$ cat src/rtl/mips_ctrl_pkg.sv
// ---------------------------------------------------------------------------
// mips_ctrl_pkg
// Shared definitions for the multicycle MIPS control path: opcode values,
// ALU-control codes, datapath select encodings, the main-control state
// enum and the registered Moore control word with its per-state decode.
// Used by mips_main_control, the ALU-control decoder and the datapath.
// ---------------------------------------------------------------------------
package mips_ctrl_pkg;

    // Supported opcodes (instruction[31:26])
    localparam logic [5:0] OP_RTYPE = 6'b000000;
    localparam logic [5:0] OP_LW    = 6'b100011;
    localparam logic [5:0] OP_SW    = 6'b101011;
    localparam logic [5:0] OP_BEQ   = 6'b000100;
    localparam logic [5:0] OP_J     = 6'b000010;
    localparam logic [5:0] OP_ADDI  = 6'b001000;
    localparam logic [5:0] OP_ANDI  = 6'b001100;

    // alu_op codes consumed by the ALU-control decoder
    localparam logic [1:0] ALUOP_ADD   = 2'b00;
    localparam logic [1:0] ALUOP_SUB   = 2'b01;
    localparam logic [1:0] ALUOP_FUNCT = 2'b10;
    localparam logic [1:0] ALUOP_AND   = 2'b11;

    // alu_src_b select encodings
    localparam logic [1:0] SRC_B_REG      = 2'b00;
    localparam logic [1:0] SRC_B_FOUR     = 2'b01;
    localparam logic [1:0] SRC_B_IMM      = 2'b10;
    localparam logic [1:0] SRC_B_IMM_SHL2 = 2'b11;

    // pc_source select encodings
    localparam logic [1:0] PC_SRC_ALU    = 2'b00;
    localparam logic [1:0] PC_SRC_ALUOUT = 2'b01;
    localparam logic [1:0] PC_SRC_JUMP   = 2'b10;

    localparam int STATE_BITS = 4;

    typedef enum logic [STATE_BITS-1:0] {
        S_INIT, S_FETCH, S_DECODE,
        S_MEM_ADDR, S_MEM_READ, S_MEM_WB, S_MEM_WRITE,
        S_R_EXEC, S_R_WB,
        S_BRANCH, S_JUMP,
        S_I_EXEC, S_I_WB
    } state_t;

    // Moore part of the control word. ir_write and the FETCH pc_write are
    // Mealy on mem_ack and are added outside the register.
    typedef struct packed {
        logic       pc_write;
        logic       pc_write_cond;
        logic [1:0] pc_source;
        logic       i_or_d;
        logic       mem_read;
        logic       mem_write;
        logic       mem_to_reg;
        logic       reg_dst;
        logic       reg_write;
        logic       alu_src_a;
        logic [1:0] alu_src_b;
        logic [1:0] alu_op;
        logic       retire;
    } ctrl_t;

    function automatic logic is_legal(input logic [5:0] op);
        return (op == OP_RTYPE) || (op == OP_LW) || (op == OP_SW) ||
               (op == OP_BEQ)   || (op == OP_J)  || (op == OP_ADDI) ||
               (op == OP_ANDI);
    endfunction

    // Control word asserted while the FSM sits in state s; op is the
    // latched opcode (only I_EXEC looks at it).
    function automatic ctrl_t moore_decode(input state_t s, input logic [5:0] op);
        ctrl_t c;
        c = '0;
        case (s)
            S_FETCH: begin
                c.mem_read  = 1'b1;
                c.alu_src_b = SRC_B_FOUR;
                c.alu_op    = ALUOP_ADD;
                c.pc_source = PC_SRC_ALU;
            end
            S_DECODE: begin
                c.alu_src_b = SRC_B_IMM_SHL2;
                c.alu_op    = ALUOP_ADD;
            end
            S_MEM_ADDR: begin
                c.alu_src_a = 1'b1;
                c.alu_src_b = SRC_B_IMM;
                c.alu_op    = ALUOP_ADD;
            end
            S_MEM_READ: begin
                c.i_or_d   = 1'b1;
                c.mem_read = 1'b1;
            end
            S_MEM_WB: begin
                c.reg_write  = 1'b1;
                c.mem_to_reg = 1'b1;
                c.retire     = 1'b1;
            end
            S_MEM_WRITE: begin
                c.i_or_d    = 1'b1;
                c.mem_write = 1'b1;
            end
            S_R_EXEC: begin
                c.alu_src_a = 1'b1;
                c.alu_src_b = SRC_B_REG;
                c.alu_op    = ALUOP_FUNCT;
            end
            S_R_WB: begin
                c.reg_dst   = 1'b1;
                c.reg_write = 1'b1;
                c.retire    = 1'b1;
            end
            S_BRANCH: begin
                c.alu_src_a     = 1'b1;
                c.alu_src_b     = SRC_B_REG;
                c.alu_op        = ALUOP_SUB;
                c.pc_write_cond = 1'b1;
                c.pc_source     = PC_SRC_ALUOUT;
                c.retire        = 1'b1;
            end
            S_JUMP: begin
                c.pc_write  = 1'b1;
                c.pc_source = PC_SRC_JUMP;
                c.retire    = 1'b1;
            end
            S_I_EXEC: begin
                c.alu_src_a = 1'b1;
                c.alu_src_b = SRC_B_IMM;
                c.alu_op    = (op == OP_ANDI) ? ALUOP_AND : ALUOP_ADD;
            end
            S_I_WB: begin
                c.reg_write = 1'b1;
                c.retire    = 1'b1;
            end
            default: ;
        endcase
        return c;
    endfunction

endpackage

$ cat src/rtl/mips_perf_counters.sv
// ---------------------------------------------------------------------------
// mips_perf_counters
// Free-running cycle and retired-instruction counters for the main control
// FSM. Only instantiated when MIPS_PERF_CNT_EN is defined.
// Ports:
//   clk, rst_n   clock, asynchronous active-low reset
//   active       count this cycle (FSM has left INIT)
//   retire       instruction retired this cycle
//   cycle_cnt    cycles since INIT, wraps modulo 2^PERF_W
//   retired_cnt  retired instructions, wraps modulo 2^PERF_W
// ---------------------------------------------------------------------------
module mips_perf_counters #(
    parameter int PERF_W = 32
) (
    input  logic              clk,
    input  logic              rst_n,
    input  logic              active,
    input  logic              retire,
    output logic [PERF_W-1:0] cycle_cnt,
    output logic [PERF_W-1:0] retired_cnt
);

    always_ff @(posedge clk or negedge rst_n) begin
        if (!rst_n) begin
            cycle_cnt   <= '0;
            retired_cnt <= '0;
        end else begin
            if (active) begin
                cycle_cnt <= cycle_cnt + PERF_W'(1);
            end
            if (retire) begin
                retired_cnt <= retired_cnt + PERF_W'(1);
            end
        end
    end

endmodule

$ cat src/rtl/mips_main_control.sv
// ---------------------------------------------------------------------------
// mips_main_control
// Multicycle main-control FSM for the MIPS datapath. Sequences
// FETCH/DECODE/execute/writeback per opcode and drives every datapath
// enable and select. Memory accesses hold mem_read/mem_write until mem_ack.
// Optional feature macro: MIPS_PERF_CNT_EN adds cycle_cnt / retired_cnt.
// Ports:
//   clk, rst_n                      clock, asynchronous active-low reset
//   opcode[5:0]                     IR[31:26], sampled in DECODE
//   mem_ack                         memory completes the current access
//   zero                            ALU zero flag (gated in the datapath)
//   pc_write, pc_write_cond,
//   pc_source[1:0], i_or_d,
//   mem_read, mem_write, ir_write,
//   mem_to_reg, reg_dst, reg_write,
//   alu_src_a, alu_src_b[1:0],
//   alu_op[1:0]                     datapath controls
//   instr_retired                   pulse on last cycle of a legal instr
//   illegal_op                      pulse in DECODE for unsupported opcode
//   cycle_cnt, retired_cnt          (MIPS_PERF_CNT_EN only) counters
// ---------------------------------------------------------------------------
module mips_main_control
    import mips_ctrl_pkg::*;
#(
`ifdef MIPS_PERF_CNT_EN
    parameter int PERF_W  = 32,
`endif
    parameter int STATE_W = 4
) (
    input  logic              clk,
    input  logic              rst_n,
    input  logic [5:0]        opcode,
    input  logic              mem_ack,
    input  logic              zero,
    output logic              pc_write,
    output logic              pc_write_cond,
    output logic [1:0]        pc_source,
    output logic              i_or_d,
    output logic              mem_read,
    output logic              mem_write,
    output logic              ir_write,
    output logic              mem_to_reg,
    output logic              reg_dst,
    output logic              reg_write,
    output logic              alu_src_a,
    output logic [1:0]        alu_src_b,
    output logic [1:0]        alu_op,
    output logic              instr_retired,
`ifdef MIPS_PERF_CNT_EN
    output logic              illegal_op,
    output logic [PERF_W-1:0] cycle_cnt,
    output logic [PERF_W-1:0] retired_cnt
`else
    output logic              illegal_op
`endif
);

    if (STATE_W < STATE_BITS) begin : g_state_w_too_small
        $error("STATE_W too small to encode all main-control states");
    end

    state_t     state_reg;
    state_t     state_next;
    logic [5:0] opcode_reg;
    logic [5:0] decode_op;
    ctrl_t      ctrl_reg;
    logic       fetch_ack;

    // The branch decision is made in the datapath; the flag is carried on
    // this port only so the control/datapath interface stays in one place.
    logic unused_zero;
    assign unused_zero = zero;

    // In DECODE the opcode is being latched this cycle, so the control word
    // for the following state is built from the live value.
    assign decode_op = (state_reg == S_DECODE) ? opcode : opcode_reg;

    always_comb begin
        state_next = state_reg;
        case (state_reg)
            S_INIT:      state_next = S_FETCH;
            S_FETCH:     if (mem_ack) state_next = S_DECODE;
            S_DECODE: begin
                case (opcode)
                    OP_LW, OP_SW:     state_next = S_MEM_ADDR;
                    OP_RTYPE:         state_next = S_R_EXEC;
                    OP_BEQ:           state_next = S_BRANCH;
                    OP_J:             state_next = S_JUMP;
                    OP_ADDI, OP_ANDI: state_next = S_I_EXEC;
                    default:          state_next = S_FETCH;  // PC already advanced
                endcase
            end
            S_MEM_ADDR:  state_next = (opcode_reg == OP_LW) ? S_MEM_READ : S_MEM_WRITE;
            S_MEM_READ:  if (mem_ack) state_next = S_MEM_WB;
            S_MEM_WRITE: if (mem_ack) state_next = S_FETCH;
            S_R_EXEC:    state_next = S_R_WB;
            S_I_EXEC:    state_next = S_I_WB;
            S_MEM_WB, S_R_WB, S_BRANCH, S_JUMP, S_I_WB:
                         state_next = S_FETCH;
            default:     state_next = S_INIT;
        endcase
    end

    // Moore outputs are registered alongside the state, so they equal the
    // decode of the state they accompany.
    always_ff @(posedge clk or negedge rst_n) begin
        if (!rst_n) begin
            state_reg  <= S_INIT;
            opcode_reg <= '0;
            ctrl_reg   <= '0;
        end else begin
            state_reg <= state_next;
            if (state_reg == S_DECODE) begin
                opcode_reg <= opcode;
            end
            ctrl_reg <= moore_decode(state_next, decode_op);
        end
    end

    assign fetch_ack = (state_reg == S_FETCH) && mem_ack;

    assign pc_write      = ctrl_reg.pc_write | fetch_ack;
    assign ir_write      = fetch_ack;
    assign pc_write_cond = ctrl_reg.pc_write_cond;
    assign pc_source     = ctrl_reg.pc_source;
    assign i_or_d        = ctrl_reg.i_or_d;
    assign mem_read      = ctrl_reg.mem_read;
    assign mem_write     = ctrl_reg.mem_write;
    assign mem_to_reg    = ctrl_reg.mem_to_reg;
    assign reg_dst       = ctrl_reg.reg_dst;
    assign reg_write     = ctrl_reg.reg_write;
    assign alu_src_a     = ctrl_reg.alu_src_a;
    assign alu_src_b     = ctrl_reg.alu_src_b;
    assign alu_op        = ctrl_reg.alu_op;
    // A store's last cycle is the one where its write is acknowledged.
    assign instr_retired = ctrl_reg.retire | ((state_reg == S_MEM_WRITE) && mem_ack);
    assign illegal_op    = (state_reg == S_DECODE) && !is_legal(opcode);

`ifdef MIPS_PERF_CNT_EN
    mips_perf_counters #(
        .PERF_W (PERF_W)
    ) u_perf_counters (
        .clk         (clk),
        .rst_n       (rst_n),
        .active      (state_reg != S_INIT),
        .retire      (instr_retired),
        .cycle_cnt   (cycle_cnt),
        .retired_cnt (retired_cnt)
    );
`endif

endmodule
$ cat config.mk
export PLATFORM = sky130hd
export DESIGN_NAME = mips_main_control
export DESIGN_NICKNAME = d
export VERILOG_FILES = /design/src/rtl/mips_ctrl_pkg.sv /design/src/rtl/mips_perf_counters.sv /design/src/rtl/mips_main_control.sv
export SDC_FILE = /design/constraint.sdc
export NUM_CORES = 1
export LEC_CHECK = 0
export ABC_AREA = 1
export CORE_MARGIN = 5
export CORE_UTILIZATION = 50
export DETAILED_ROUTE_END_ITERATION = 8
export PLACE_DENSITY = 0.9
export SLEW_MARGIN = 20
export SYNTH_ARGS = -nofsm -noshare
export SYNTH_HDL_FRONTEND = slang
export SYNTH_SLANG_ARGS = --single-unit
export TNS_END_PERCENT = 30
$ cat constraint.sdc
create_clock -name clk -period 1.69 [get_ports clk]
set_input_delay 0.169 -clock clk [delete_from_list [all_inputs] [get_ports clk]]
set_output_delay 0.169 -clock clk [all_outputs]
set_load 0.05 [all_outputs]
# Word-level counts from Yosys, hierarchy flattened
# Cells that the tools add are included.
# W data, S select, Z words.
# totals
register_bits,26
in_bits,10
output_inout_bits,18
elab_cells,89
# classes
n_eq_ne,32
mux,20
bitwise,2
n_reduce_logical,20
# op_table
cell,n
$eq A4 B4 Y1 const B,10
$eq A4 B3 Y1 const B,8
$pmux W4 S8,1
$pmux W4 S6,1
$pmux W4 S5,1
$eq A6 B4 Y1 const B,3
$eq A6 B6 Y1 const B,3
$eq A4 B2 Y1 const B,4
$mux W4,3
$mux W1,10
$eq A4 B1 Y1 const B,2
$reduce_or A2 Y1,4
$eq A6 B2 Y1 const B,1
$eq A6 B3 Y1 const B,1
$logic_not A6 Y1,1
$logic_or A1 B1 Y1,6
$mux W6,1
$reduce_or A6 Y1,1
$reduce_or A5 Y1,1
$logic_not A4 Y1,1
$mux W2,2
$pmux W2 S2,1
$reduce_or A4 Y1,1
$logic_and A1 B1 Y1,3
other kinds (3),4

# Longest topological paths before layout
# logic_depth
ltp_word,9
depth_mapped,11
mapped_depth_nobuf,11

# Least setup slack after synthesis
# OpenSTA, ideal clock, no wires.
# synth_timing
kind,reg2out
from,register state_reg[0]
to,output port illegal_op
arrival_ns,1.866
t_required_ns,1.521
path_slack_ns,-0.345
path_stages_with_launch,5
path_cell_list,dfrtp_1 > nor2_4 > nand2_2 > buf_6 > nor3_1
# synth_between
elab_chain_len,2
# synth_rtl
element,line,text
start: declaration,mips_main_control.sv:62,state_t state_reg;
start signal: assignment,mips_main_control.sv:112,state_reg <= state_next;
$eq A4 B2 Y1,mips_main_control.sv:137,assign illegal_op = (state_reg == S_DECODE) && !is_legal(opcode);
$logic_and A1 B1 Y1,mips_main_control.sv:137,
end: declaration,mips_main_control.sv:54,output logic illegal_op
# Every way passes these cells.

# Worst setup path after layout
# Same ends and word-level chain as after synthesis.

==> out/summary.txt <==
post-route ant nets: 0
syn avg cell area: 8.28 um^2
die area: 3880 um^2
layout cells sized above 1: 41.9%
crit path capture type: primary output
first-pass GRT wire length: 5460 um
Min-Delay Path Class: in2async
status: complete, but fails checks
worst vdd ir: 1.62 mV
Slew Viols, Final: 0
Synth cell types: 25
max incr delay on CP: 480 ps
Critical-path top delay cell: dfrtp_2
Tightest Pin Transition: 538 ps
Avg WL per Cell: 13.6 um
drt total wl: 3370 um
CP Cell Sequence: nor2_4 > nand2_4 > buf_8 > nor3_4 > buf_12
Global Route Usage Sum: 17.0%
crit start category: register
final net count: 228
CTS tree: done
XOR/XNOR Fraction of Synth Area: 0%
slew margin rel.: 64.1%
final worst slack: -14.2 ps
final hold vios: 0
WS Path Type: reg2out
WL met2: 1780 um
die width: 62.3 um
fin crit period: 1700 ps
vias in the first global route: 1210
CP Max Fanout: 4
n_diodes: 0
leakage power: 1.17 nW
cell count of the worst reg-to-reg path: 10
Final setup viols: 1
count of clock tree sinks: 24
top-area cell type share of the netlist area: 44.0%
Post-Synth Adder-Cell Area: 0%
Site Rows: 19
Yosys top cell by area: dfrtp_1
GR Overflow Total: 0
core area: 2690 um^2
IO Pins: 28
fmax: 587 MHz
unrepaired setup endpoints after global routing: true
Layout area overhead: 46.2%
Via density: 5.02
Setup Total Neg Slack: -14.2 ps
Final Power: 3.69 mW
post-synthesis sequential area ratio: 44.0%
vias: 1246
clock root cell: clkbuf_4
max_cap viols: 0
syn nets: 175
Cells after Synth: 165
total CTS buffers: 3
commonest non-fill, non-tap cell in the layout: nand2_1
Final Skew: 11.0 ps
final core occ: 74.4%
Starting Density: 50.9%
main area contributors after synthesis: dfrtp_1 44%, nand2_1 9.1%, nand3_1 5.5%, nor2_1 5.2%, inv_1 4.9%
period utilization: 101%
DRT Pass-1 Iters: 4
DRT iter0 DRCs: 56
main combinational cell family by area after synthesis: simple AND/OR/NAND/NOR gates
max reg flops: 6
#FFs+latches synth: 24
fillers: 168
hold buffers post-CTS: 0
Die Ht: 62.3 um
Power Density: 1840 nW/um^2
worst path required time: 1520 ps
H-tree depth: 1
Compound-Gate Fraction of Synth Area: 6.68%
clock latency on the worst-skew pair: 330 ps
gp weighted congestion: 0.825
multiplexer area fraction after synthesis: 0%
WP data arrival: 1540 ps
Clock Path Buffers: 2
reg2reg end: mem_read$_DFF_PN0_
FF-to-FF Start: state_reg[3]$_DFF_PN0_
DR DRC count: 0
hpwl dp: 2170 um
IO buf count: 26
Metal-1 WL: 1340 um
simple-gate share of the synthesized area: 37.5%
reg2reg setup slack: 50 ps
failing checks: negative setup slack
Netlist Area Pre-Place: 1370 um^2
initial antenna violation count: 0
top sig layer: met4
worst hold margin: 171 ps
clock-pin slew on the worst setup and hold paths: 130 ps
met3 wire length: 152 um
most frequent cells in the layout: 29 x nand2_1, 28 x buf_4, 22 x dfrtp_1
Syn. warnings: 0
maximum number of pins on one net before global-route repair: 25
metal layers:
metal	vias to the layer above	global-route usage [%]
met5	-	0
met4	0	6.90
met3	10	1.98
met2	39	29.5
met1	586	21.2
li1	611	-
critical path: cells and delay by family (launching register included):
kind	cells	cell delay, ps
buffers and inverters	2	290
flip-flops	1	480
AND/OR/NAND/NOR	3	430
layout make-up:
type	count	area [um^2]	share of cell area, %
clock buffers	3	22.5	1.13
clock inverters	1	30.0	1.50
inverters	28	106	5.32
multi-input cells	106	654	32.7
flip-flops and latches	24	603	30.2
well taps	31	38.8	1.94
repair buffers	55	543	27.2
synthesized netlist by cell type (all sizes together):
master  count
nand4       2
buf         7
nor3        2
a21oi       3
dfrtp      24
nor2       27
or2         1
o21ai       6
o21bai      1
clkinv      1
nand2      45
nand3      18
a31o        1
inv        27
logic make-up (layout without fill, tap and decap cells):
family	Yosys count	after routing
DFF	24	24
buffers and inverters	35	87
AOI/OAI and AO/OA	11	11
and+or+nand+nor	95	95
worst max path at each step:
stage	start	to	depth (start not counted)
after CTS	state_reg[3]$_DFF_PN0_	pc_write	7
after global routing	state_reg[0]$_DFF_PN0_	illegal_op	5
final	state_reg[0]$_DFF_PN0_	illegal_op	5
after global placement	opcode[2]	alu_op[0]$_DFF_PN0_	10
after detailed placement	opcode[2]	alu_op[0]$_DFF_PN0_	10
after floorplan	state_reg[0]$_DFF_PN0_	illegal_op	4
power breakdown:
| part | leakage [nW] | switching [mW] | internal [mW] |
|---|---|---|---|
| logic | 0.838 | 1.42 | 0.951 |
| clock network | 0.0279 | 0.178 | 0.240 |
| registers | 0.308 | 0.120 | 0.780 |
timing repair:
item / CTS / global route
resized for setup: 9 / 19
endpoints found under the setup margin: 2 / 19
pin swaps: 3 / 7
setup buffers: 7 / 11
stage by stage:
step / area [um^2] / instances / setup WS [ps]
6_report: 2000 / 248 / -14.2
3_3_place_gp: 1720 / 226 / -44.0
2_1_floorplan: 1370 / 165 / 77.4
3_5_place_dp: 1720 / 226 / -84.1
5_1_grt: 2000 / 248 / -78.7
4_1_cts: 1860 / 237 / 6.04
Power figures use the tool's default switching activity.
